[src/rtl/rv_mem_pkg.sv]
// Shared definitions for the instruction/data memory arbiter: FSM encoding and
// outstanding-read limits.
package rv_mem_pkg;

  localparam int unsigned DEFAULT_MAX_OUTSTANDING = 4;
  localparam int unsigned TXN_CNT_W               = 4;

  typedef enum logic [2:0] {
    IDLE,
    GRANT_I,
    GRANT_D,
    DRAIN_I,
    DRAIN_D
  } arb_state_e;

endpackage

[src/rtl/arb_txn_counter.sv]
// Counts reads accepted by memory but not yet returned; exposes the
// post-update value so the arbiter can decide its next state this cycle.
module arb_txn_counter
  import rv_mem_pkg::*;
#(
  parameter int unsigned MAX_OUTSTANDING = DEFAULT_MAX_OUTSTANDING
) (
  input  logic                 clk_i,
  input  logic                 rst_ni,
  input  logic                 inc_i,
  input  logic                 dec_i,
  output logic [TXN_CNT_W-1:0] count_next_o,
  output logic                 full_o,
  output logic                 empty_o
);

  logic [TXN_CNT_W-1:0] count_q, count_d;

  assign full_o       = (count_q == TXN_CNT_W'(MAX_OUTSTANDING));
  assign empty_o      = (count_q == '0);
  assign count_next_o = count_d;

  always_comb begin
    count_d = count_q;
    if (inc_i && !dec_i && !full_o) begin
      count_d = count_q + 1'b1;
    end else if (dec_i && !inc_i && !empty_o) begin
      count_d = count_q - 1'b1;
    end
  end

  always_ff @(posedge clk_i or negedge rst_ni) begin
    if (!rst_ni) begin
      count_q <= '0;
    end else begin
      count_q <= count_d;
    end
  end

endmodule

[src/rtl/mem_arbiter.sv]
// Round-robin arbiter sharing one memory port between an instruction side
// and a data side, with in-order read returns and a sticky protocol-error flag.
module mem_arbiter
  import rv_mem_pkg::*;
#(
  parameter int unsigned MAX_OUTSTANDING = DEFAULT_MAX_OUTSTANDING,
  parameter logic        RESET_LAST      = 1'b0
) (
  input  logic        i_clk,
  input  logic        i_rst_n,
  input  logic [31:0] i_imem_addr,
  input  logic        i_imem_ren,
  output logic [31:0] o_imem_rdata,
  output logic        o_imem_ready,
  output logic        o_imem_valid,
  input  logic [31:0] i_dmem_addr,
  input  logic        i_dmem_ren,
  input  logic        i_dmem_wen,
  input  logic [31:0] i_dmem_wdata,
  output logic [31:0] o_dmem_rdata,
  output logic        o_dmem_ready,
  output logic        o_dmem_valid,
  output logic [31:0] o_mem_addr,
  output logic        o_mem_ren,
  output logic        o_mem_wen,
  output logic [31:0] o_mem_wdata,
  input  logic [31:0] i_mem_rdata,
  input  logic        i_mem_ready,
  input  logic        i_mem_valid,
  output logic        o_err
);

  arb_state_e           state_q, state_d;
  logic                 last_q, last_d;
  logic                 err_q, err_d;
  logic                 imem_req, dmem_req, dmem_conflict;
  logic                 rd_accept, rsp_ok;
  logic                 cnt_full, cnt_empty;
  logic [TXN_CNT_W-1:0] cnt_next;

  assign imem_req      = i_imem_ren;
  assign dmem_req      = i_dmem_ren | i_dmem_wen;
  assign dmem_conflict = i_dmem_ren & i_dmem_wen;

  // A response is only legitimate while someone owns the port and owes a read.
  assign rsp_ok    = i_mem_valid && !cnt_empty && (state_q != IDLE);
  assign rd_accept = o_mem_ren && i_mem_ready;

  assign o_imem_rdata = i_mem_rdata;
  assign o_dmem_rdata = i_mem_rdata;
  assign o_imem_valid = rsp_ok && ((state_q == GRANT_I) || (state_q == DRAIN_I));
  assign o_dmem_valid = rsp_ok && ((state_q == GRANT_D) || (state_q == DRAIN_D));
  assign o_err        = err_q;

  arb_txn_counter #(
    .MAX_OUTSTANDING(MAX_OUTSTANDING)
  ) u_txn_counter (
    .clk_i       (i_clk),
    .rst_ni      (i_rst_n),
    .inc_i       (rd_accept),
    .dec_i       (rsp_ok),
    .count_next_o(cnt_next),
    .full_o      (cnt_full),
    .empty_o     (cnt_empty)
  );

  always_comb begin
    o_mem_addr   = '0;
    o_mem_ren    = 1'b0;
    o_mem_wen    = 1'b0;
    o_mem_wdata  = '0;
    o_imem_ready = 1'b0;
    o_dmem_ready = 1'b0;
    case (state_q)
      GRANT_I: begin
        o_mem_addr   = i_imem_addr;
        o_mem_ren    = i_imem_ren && !cnt_full;
        o_imem_ready = i_mem_ready && !cnt_full;
      end
      GRANT_D: begin
        // Write wins over a simultaneous read; a write is never throttled.
        o_mem_addr   = i_dmem_addr;
        o_mem_wdata  = i_dmem_wdata;
        o_mem_wen    = i_dmem_wen;
        o_mem_ren    = i_dmem_ren && !i_dmem_wen && !cnt_full;
        o_dmem_ready = i_mem_ready && (i_dmem_wen || !cnt_full);
      end
      default: ;
    endcase
  end

  always_comb begin
    state_d = state_q;
    last_d  = last_q;
    err_d   = err_q | dmem_conflict | (i_mem_valid && !rsp_ok);
    case (state_q)
      IDLE: begin
        if (imem_req && (!dmem_req || last_q)) begin
          state_d = GRANT_I;
          last_d  = 1'b0;
        end else if (dmem_req) begin
          state_d = GRANT_D;
          last_d  = 1'b1;
        end
      end
      GRANT_I: if (!imem_req) state_d = (cnt_next == '0) ? IDLE : DRAIN_I;
      GRANT_D: if (!dmem_req) state_d = (cnt_next == '0) ? IDLE : DRAIN_D;
      DRAIN_I, DRAIN_D: if (cnt_next == '0) state_d = IDLE;
      default: state_d = IDLE;
    endcase
  end

  always_ff @(posedge i_clk or negedge i_rst_n) begin
    if (!i_rst_n) begin
      state_q <= IDLE;
      last_q  <= RESET_LAST;
      err_q   <= 1'b0;
    end else begin
      state_q <= state_d;
      last_q  <= last_d;
      err_q   <= err_d;
    end
  end

endmodule

[config.mk]
export PLATFORM = sky130hd
export DESIGN_NAME = mem_arbiter
export DESIGN_NICKNAME = d
export VERILOG_FILES = /design/src/rtl/rv_mem_pkg.sv /design/src/rtl/arb_txn_counter.sv /design/src/rtl/mem_arbiter.sv
export SDC_FILE = /design/constraint.sdc
export NUM_CORES = 1
export LEC_CHECK = 0
export CAP_MARGIN = 20
export CORE_AREA = 2 2 105 107
export DETAILED_ROUTE_END_ITERATION = 6
export DIE_AREA = 0 0 107 109
export PLACE_DENSITY = 0.74
export SYNTH_ARGS = -nofsm -noshare
export SYNTH_HDL_FRONTEND = slang
export SYNTH_SLANG_ARGS = --single-unit
[constraint.sdc]
create_clock -name i_clk -period 2.4 [get_ports i_clk]
set_input_delay 0.24 -clock i_clk [delete_from_list [all_inputs] [get_ports i_clk]]
set_output_delay 0.24 -clock i_clk [all_outputs]
set_load 0.02 [all_outputs]
# == Yosys cells after proc, flatten, opt, wreduce, memory -nomap -nowiden ==
# Index checks and enable logic that the tools add are counted.
# op_classes
add_sub_neg,2
n_eq_ne,9
muxes,18
bitwise_logic,4
reduce_logical,34
# ops
cell,count
32-bit case mux with 2 select lines,1
32-bit 2-to-1 mux,1
3-bit 2-to-1 mux,6
1-bit logical AND,16
3-bit case mux with 4 select lines,1
4-bit zero test,2
4-bit 2-to-1 mux,2
3-bit by 2-bit equality test with 1-bit output (second input constant),2
1-bit zero test,6
2-bit != test (second input constant),3
1-bit 2-to-1 mux,5
4-bit by 1-bit adder with 4-bit output (second input constant),1
4-bit by 3-bit equality test with 1-bit output (second input constant),1
1-bit logical OR,4
4-bit AND reduction,1
4-bit by 1-bit subtractor with 4-bit output (second input constant),1
3-bit by 1-bit equality test with 1-bit output (second input constant),1
3-bit equality test (second input constant),1
3-bit zero test,1
3-bit != test (second input constant),1
1-bit OR,3
3-bit nonzero test,1
2-bit 2-to-1 mux,1
1-bit case mux with 2 select lines,1
other kinds (4),4
# totals
reg_bits,9
input_bits,135
out_inout_bits,135
word_cells,71

# == Depth between registers and ports, before layout ==
# Gate-level depths: netlist (run 1).
# logic_depth
word_depth,14
depth_mapped,8
ltp_nobuf,8

# == Modules after synthesis ==
# Synthesis (run 1) repeated with hierarchy kept, for this count alone.
# unflattened
hier_cells,230
area_unflattened_um2,1811.7
# modules_own_cells
module,n_inst,cells_each,area_per_inst_um2,seq_area_each_um2
mem_arbiter,1,192,1476.4,125.1
arb_txn_counter,1,38,335.3,100.1

# == Worst setup path after synthesis (run 1) ==
# OpenSTA, ideal clock, no wires.
# synth_path
path_kind,flip-flop to flip-flop
start,reg u_txn_counter.count_q[0]
end,reg state_q[0]
setup_time_ns,0.147
arrival_ns,2.256
required_time_ns,2.253
slack_ns,-0.003
path_stages_with_launch,9
path_buffers,0
synth_period_minus_slack_ns,2.403
path_cell_list,dfrtp_1 -> inv_1 -> ha_1 -> or3b_2 -> nand3_2 -> a21oi_2 -> or4_1 -> a222oi_1 -> a221oi_1
# synth_via
elab_chain_cells,14
word_cells_on_any_way,26
cone_classes,add/sub: 2; eq/ne: 2; mux: 6; reduce/logical: 16
# synth_lines
element,line,rtl
start: declaration,arb_txn_counter.sv:17,"logic [TXN_CNT_W-1:0] count_q, count_d;"
start signal: assignment,arb_txn_counter.sv:36,count_q <= count_d;
4-bit by 3-bit equality test with 1-bit output,arb_txn_counter.sv:19,assign full_o = (count_q == TXN_CNT_W'(MAX_OUTSTANDING));
1-bit zero test,"arb_txn_counter.sv:25, mem_arbiter.sv:77, mem_arbiter.sv:85",
1-bit logical AND (on tied branches),"mem_arbiter.sv:85, mem_arbiter.sv:77",
1-bit case mux with 2 select lines,mem_arbiter.sv:74,case (state_q)
1-bit logical AND,mem_arbiter.sv:47,assign rd_accept = o_mem_ren && i_mem_ready;
1-bit zero test,arb_txn_counter.sv:27,end else if (dec_i && !inc_i && !empty_o) begin
1-bit logical AND (2 in series),arb_txn_counter.sv:27,
4-bit 2-to-1 mux,arb_txn_counter.sv:27,
4-bit 2-to-1 mux *,arb_txn_counter.sv:25,if (inc_i && !dec_i && !full_o) begin
4-bit zero test *,"mem_arbiter.sv:106, mem_arbiter.sv:108",
2-bit 2-to-1 mux,mem_arbiter.sv:106,GRANT_I: if (!imem_req) state_d = (cnt_next == '0) ? IDLE : DRAIN_I;
3-bit 2-to-1 mux,mem_arbiter.sv:106,
3-bit case mux with 4 select lines,mem_arbiter.sv:96,case (state_q)
end signal: assignment,mem_arbiter.sv:119,state_q <= state_d;
end: declaration,mem_arbiter.sv:33,"arb_state_e state_q, state_d;"
# Every way passes the cells marked *; elsewhere a longest branch is shown, timed or not. The select of a mux whose other input is x is not followed.
# A chain may end at the register's enable or synchronous reset.

# == Worst setup path in the final report (run 1) ==
# layout_path
start,reg state_q[1]
end,out o_mem_wdata[21]
# layout_via
elab_chain_cells,2
# layout_lines
element,line,rtl
3-bit by 2-bit equality test with 1-bit output,mem_arbiter.sv:74,
32-bit 2-to-1 mux,mem_arbiter.sv:74,
end: declaration,mem_arbiter.sv:26,"output logic [31:0] o_mem_wdata,"
# No other way between the ends.

==> impl_metrics.csv, run 1 <==
group,metric,value,unit
setup_path,worst_path_largest_cell_delay,0.62,ns
sta,drv_slew,0,
setup_path,endpoint_kind,"primary output",
sta,rsz0062_at_grt,"yes",
finish,postLayoutCellArea,0.00328,mm^2
drt,drt-wirelength-per-cell,16.6,um
die,num_rows,38,
synth,synthXorXnorAreaFrac,1.04,%
setup_path,regToRegSetupSlack,0.1,ns
cts,clk_path_buf_depth,2,
setup_path,crit_family,"buffers and inverters",
sta,worst_pin_slew,0.434,ns
cts,root_buffer,"clkbuf_8",
die,die_w,107,um
setup_path,path_cells,"inv_1 > nor3_4 > buf_12 > and2_1 > clkdlybuf4s50_1",
global_routing,grt.total_usage,11.6,%
synth,synth-compound-area-share,25.7,%
drt,drc_errors,0,
place,dp_cells,465,
cts,clk_latency,0.23,ns
global_routing,grt_use_met1,13.9,%
synth,synth_seq_cells,9,
drt,avgViaCountPerCell,4.19,
global_routing,grt_pass1_wl,10600,um
setup_path,cp-start-kind,"flip-flop",
setup_path,crit_fanout,40,
synth,yosys.area_share.simple,24.9,%
synth,synthArstFlopShare,100,%
die,start_util,16.0,%
die,core,0.0106,mm^2
sta,hold_viol,0,
drt,dr.first_iter.drc_count,117,
sta,setup_viol,0,
finish,seq_area,228,um^2
finish,num-fill-cells,1098,
finish,multiInputGateArea,931,um^2
global_routing,grt_use_met2,20.6,%
run_status,outcome,"completed",
synth,synth_fp_nets,351,
synth,synth_seq_area_share,13.3,%
global_routing,grt_max_degree,41,
finish,fin_nets,470,
min_path,hp-class,"in -> async",
global_routing,grtUsageMet3,3.65,%
finish,final_common_cell,"clkdlybuf4s50_1",
setup_path,worst_r2r_startpoint,"u_txn_counter.count_q[0]",
cts,cts_tree,"yes",
sta,period_needed,2.30,ns
die,die_h,109,um
synth,synthesis.area,0.00169,mm^2
power,power.leakage,1.49,nW
cts,cts.sinks,9,
drt,vias,1979,
cts,h-tree-depth,1,
sta,skew,0.00629,ns
global_routing,antenna_found_initial,0,
setup_path,required,2.16,ns
cts,clk_pin_slew,0.05,ns
finish,n_antenna_cell,0,
synth,synth_mux_area_share,0,%
setup_path,slowest_stage,"clkdlybuf4s50_1",
drt,postRouteAntennaNets,0,
synth,ys_types,40,
place,portBuffers,173,
synth,synth_top_family_by_area,"buffers and inverters",
synth,synth_fa_ha_area_share,1.48,%
die,boundaryPins,270,
setup_path,critPathBufInv,3,
drt,wirelength,7820,um
place,finalWeightedCongestion,0.853,
sta,max_freq,434,MHz
global_routing,grt-busiest-layer,"met2",
cts,cts_buffers,3,
sta,fin_crit_sh,96.0,%
global_routing,grt_overflow_total,0,
finish,final_cells,472,
power,p_per_area,1070,mW/mm^2
setup_path,startpoint,"state_q[1]",
synth,synthFlopType,"dfrtp_1",
finish,drive_above_1_share,10.8,%
drt,drtPass1Iterations,4,
finish,area_delta_synth_final,93.8,%
flow_run,max-cap-violations,0,
synth,netlist_instances,214,
sta,worst_slew_margin_rel,71.0,%
global_routing,grt_pass1_vias,1856,
place,place_area,0.00319,mm^2
setup_path,crit_type,"reg -> out",
finish,final_cell_mix,"133 x clkdlybuf4s50_1, 34 x and2_1, 32 x a22o_1, 32 x dlygate4sd2_1, 13 x buf_4",
synth,synth_edf_count,0,
power,ir_worst_vdd,0.000515,V
setup_path,worstPathArrival,2.06,ns
synth,synth-warning-count,0,
synth,syn-mean-instance-area,7.90,um^2
place,dpl.hpwl,6380,um
die,dieArea,0.0117,mm^2
[power breakdown]
part / leakage, nW / switching, mW / internal (mW)
logic: 1.37 / 1.60 / 1.42
clock network: 0.0228 / 0.0593 / 0.116
registers: 0.100 / 0.0864 / 0.222
[metal layers]
metal / vias to the layer above / part of all wire, %
met1: 917 / 37
met3: 15 / 11
met2: 121 / 50
met5: - / 0
met4: 0 / 0.97
li1: 926 / -
[what timing repair did]
| action | CTS | global route |
|---|---|---|
| resized for setup | 35 | 14 |
| buffers inserted | 0 | 2 |
| setup endpoints to repair | 37 | 37 |
| pin swaps | 0 | 5 |
| hold buffers | 0 | 0 |
| gates cloned | 0 | 1 |
[cells in the mapped netlist (all sizes together) (4+ instances only)]
| cell type | count | area share (%) |
|---|---|---|
| buf | 66 | 30 |
| and2 | 35 | 13 |
| a22o | 32 | 17 |
| clkbuf | 10 | 2.2 |
| dfrtp | 9 | 13 |
| nor2 | 8 | 1.8 |
| inv | 7 | 1.6 |
| or3 | 5 | 1.8 |
| and3 | 4 | 1.7 |
| nand2 | 4 | 0.89 |
[worst register-to-register path: cells and delay by family, from the launching register on]
kind / cells / cell delay, ns
and+or+nand+nor: 3 / 0.83
AOI/OAI and AO/OA: 3 / 0.53
DFF: 1 / 0.37
buffers and inverters: 2 / 0.26
adders and majority gates: 1 / 0.19
[kinds of logic after synthesis]
kind of cell | count (synthesis)
buffers and inverters | 83
AND/OR/NAND/NOR | 67
AO/OA/AOI/OAI | 51
flip-flops | 9
XOR/XNOR | 2
adder cells (fa/ha/maj) | 2
[through the flow]
| stage | hold WS [ns] | setup TNS, ns | total power [mW] | util (%) | worst slack [ns] |
|---|---|---|---|---|---|
| finish | 0.317 | 0 | 3.50 | 30.9 | 0.0961 |
| global route | 0.343 | -0.0188 | 3.72 | 30.9 | -0.0117 |
| CTS | 0.329 | 0 | 3.45 | 30.3 | 0.00155 |
| detailed placement | 0.480 | -0.245 | 3.41 | 30.1 | -0.103 |
| global placement | 0.480 | -0.192 | 3.38 | 30.1 | -0.0842 |
| floorplan | -0.0556 | 0 | 2.05 | - | 0.0241 |
[final timing paths]
kind / to / cells past startpoint
max: o_mem_wdata[21] / 5
min in group i_clk: o_dmem_rdata[8] / 0
max in group asynchronous: state_q[0] / 1
min: last_q / 1
max reg2reg: state_q[0] / 9
min reg2reg: o_err / 1
[sequential cells by signal, indices dropped and copies added, names as in the netlist]
signal / count
o_err: 1
state_q: 3
u_txn_counter.count_q: 4
last_q: 1
[layout make-up]
cell class | count | area share, %
Multi-Input combinational cell | 122 | 28.4
Clock buffer | 4 | 1.37
Timing Repair Buffer | 190 | 57.1
Inverter | 7 | 0.802
Sequential cell | 9 | 6.95
Tap cell | 140 | 5.34
(Power assumes the default switching activity.)
==> run 2, diff against run 1 <==
Clock period 2.4 ns to 2 ns, I/O delays scaled along.
==> run 2 against run 1 <==
Largest cell class unchanged. Clock-buffer cell count stayed put. Non-clock buffer count is 16 higher. Highest routed layer unchanged. Sequential share of layout area hardly changed. Sequential cell count stayed put. Combinational power is 33% higher. Via count is 5.1% higher. Clock skew is 0.0026 ns lower. Critical path depth is 5 higher. The flow now finishes with violations (setup timing). Critical endpoint is now state_q[1]. Cell count is 3.4% higher.
==> impl_metrics.csv, run 2 (synthesized netlist as in run 1, its figures left out) <==
group,metric,value,unit
run_status,outcome,"complete, but fails checks",
run_status,violations,"setup timing",
finish,final_common_cell,"clkdlybuf4s50_1",
die,die_w,107,um
die,die_h,109,um
finish,n_antenna_cell,0,
cts,root_buffer,"clkbuf_8",
drt,drt-met1-wl,3550,um
cts,cts_tree,"yes",
finish,num-fill-cells,1124,
global_routing,grt_pass1_wl,11800,um
power,power.leakage,1.49,nW
die,core,0.0106,mm^2
global_routing,grt_pass1_vias,2048,
flow_run,max-cap-violations,0,
global_routing,grt_overflow_total,0,
cts,clk_pin_slew,0.05,ns
cts,h-tree-depth,1,
die,dieArea,0.0117,mm^2
setup_path,reg2reg_depth,10,
power,switchingPower,2.29,mW
power,power_switching_share,50.1,%
sta,fin_crit_sh,113,%
sta,hold_viol,0,
sta,rsz0062_at_grt,"yes",
setup_path,regToRegSetupSlack,-0.27,ns
finish,multiInputGateArea,968,um^2
finish,drive_above_1_share,35.1,%
finish,largest_reg_flops,4,
finish,fin_nets,486,
min_path,hp-class,"in -> async",
setup_path,worstPathArrival,2.39,ns
sta,skew,0.00372,ns
power,p_comb_share,87.8,%
sta,max_freq,441,MHz
drt,drt-wirelength-per-cell,18.0,um
drt,postRouteAntennaNets,0,
drt,dr_wl_met2,4260,um
drt,vias,2080,
sta,worst_slew_margin_rel,68.4,%
finish,final_cell_mix,"103 x clkdlybuf4s50_1, 59 x buf_2, 34 x and2_1",
die,num_rows,38,
power,intPower,2.28,mW
power,finalPower,4.58,mW
cts,postCtsHoldBufs,0,
finish,largest_registers,"u_txn_counter.count_q: 4 flops, state_q: 3 flops",
setup_path,cp-start-kind,"flip-flop",
global_routing,antenna_found_initial,0,
setup_path,worst_r2r_startpoint,"u_txn_counter.count_q[0]",
place,portBuffers,173,
setup_path,crit_type,"reg -> reg",
cts,cts_buffers,3,
power,ir_worst_vdd,0.000486,V
power,p_per_area,1410,mW/mm^2
cts,clk_path_buf_depth,2,
sta,drv_slew,0,
sta,hold_slack,0.283,ns
sta,setup-tns-final,-1.98,ns
finish,post-route-util,30.6,%
die,boundaryPins,270,
place,finalWeightedCongestion,0.937,
drt,dr_wl_met3,809,um
sta,setup_viol,36,
drt,top_layer_used,"met4",
sta,setup_ws,-0.266,ns
die,start_util,16.0,%
drt,avgViaCountPerCell,4.26,
setup_path,reg2reg_to,"state_q[1]",
global_routing,grt.total_usage,13.3,%
drt,wirelength,8780,um
cts,clk_latency,0.24,ns
setup_path,crit_fanout,7,
place,dpl.hpwl,6520,um
finish,area_delta_synth_final,91.7,%
setup_path,endpoint_kind,"flip-flop",
power,clkPwrFrac,4.8,%
drt,drc_errors,0,
global_routing,grt_max_degree,33,
sta,worst_pin_slew,0.473,ns
drt,drtPass1Iterations,4,
setup_path,required,2.13,ns
finish,seq_area,225,um^2
power,seqPwrFrac,7.4,%
drt,dr.first_iter.drc_count,109,
sta,period_needed,2.27,ns
finish,largest_register,"u_txn_counter.count_q",
cts,cts.sinks,9,
-- run 2: layout make-up --
| type | instances | share of cell area, % |
|---|---|---|
| sequential | 9 | 6.94 |
| clock buffer | 4 | 1.39 |
| inverter | 7 | 0.810 |
| timing repair buffer | 206 | 55.6 |
| multi-input combinational | 122 | 29.9 |
| tap | 140 | 5.40 |
-- run 2: worst max path at each step --
stage                                         from    endpoint  slack (ns)  cells after the start
after detailed placement                i_dmem_ren  state_q[0]       -0.41                      8
final                     u_txn_counter.count_q[0]  state_q[1]       -0.27                     10
after global routing      u_txn_counter.count_q[0]  state_q[1]       -0.35                     10
after global placement                  i_imem_ren  state_q[0]       -0.40                      8
after CTS                 u_txn_counter.count_q[0]  state_q[1]       -0.25                     10
after floorplan           u_txn_counter.count_q[0]  state_q[0]       -0.26                      8
-- run 2: layer usage --
| layer | vias to the layer above | GRT usage [%] |
|---|---|---|
| met2 | 120 | 22.9 |
| met3 | 20 | 2.87 |
| met1 | 972 | 16.5 |
| li1 | 968 | - |
| met5 | - | 0 |
| met4 | 0 | 4.82 |
-- run 2: metrics by stage --
stage                     instance area (um^2)  worst slack, ns  instances
after floorplan                           1720           -0.263        214
after global placement                    3260           -0.403        472
after detailed placement                  3260           -0.411        472
after CTS                                 3270           -0.249        486
after global routing                      3240           -0.350        488
final                                     3240           -0.266        488
-- run 2: power by group through the flow --
stage          Sequential (mW)  Clock (mW)  Combinational (mW)
2_1_floorplan            0.334           0                2.16
3_3_place_gp             0.324           0                3.89
3_5_place_dp             0.333           0                3.91
4_1_cts                  0.336       0.223                4.03
5_1_grt                  0.349       0.237                4.26
6_report                 0.339       0.222                4.02
-- run 2: timing repair --
action                     in CTS  in global routing
setup buffers                   7                  1
setup endpoints to repair      73                 50
cloned                          3                  1
pin swaps                       6                  2
resized for setup             262                 12
-- run 2: worst max-delay path: stages, from the launching register on --
cell and delay (ns):
dfrtp_1 0.38, inv_2 0.08, ha_4 0.14, or3b_4 0.40
nand3_4 0.11, buf_6 0.12, a21oi_4 0.03, or4_1 0.40
a222oi_1 0.23, buf_4 0.19, a211oi_2 0.07
==> run 3, diff against run 2 <==
Settings changed: ABC_CLOCK_PERIOD_IN_PS from default to 2000.
==> results of run 3 <==
Same layout as run 2: the final DEF is identical, and so are final timing and power.
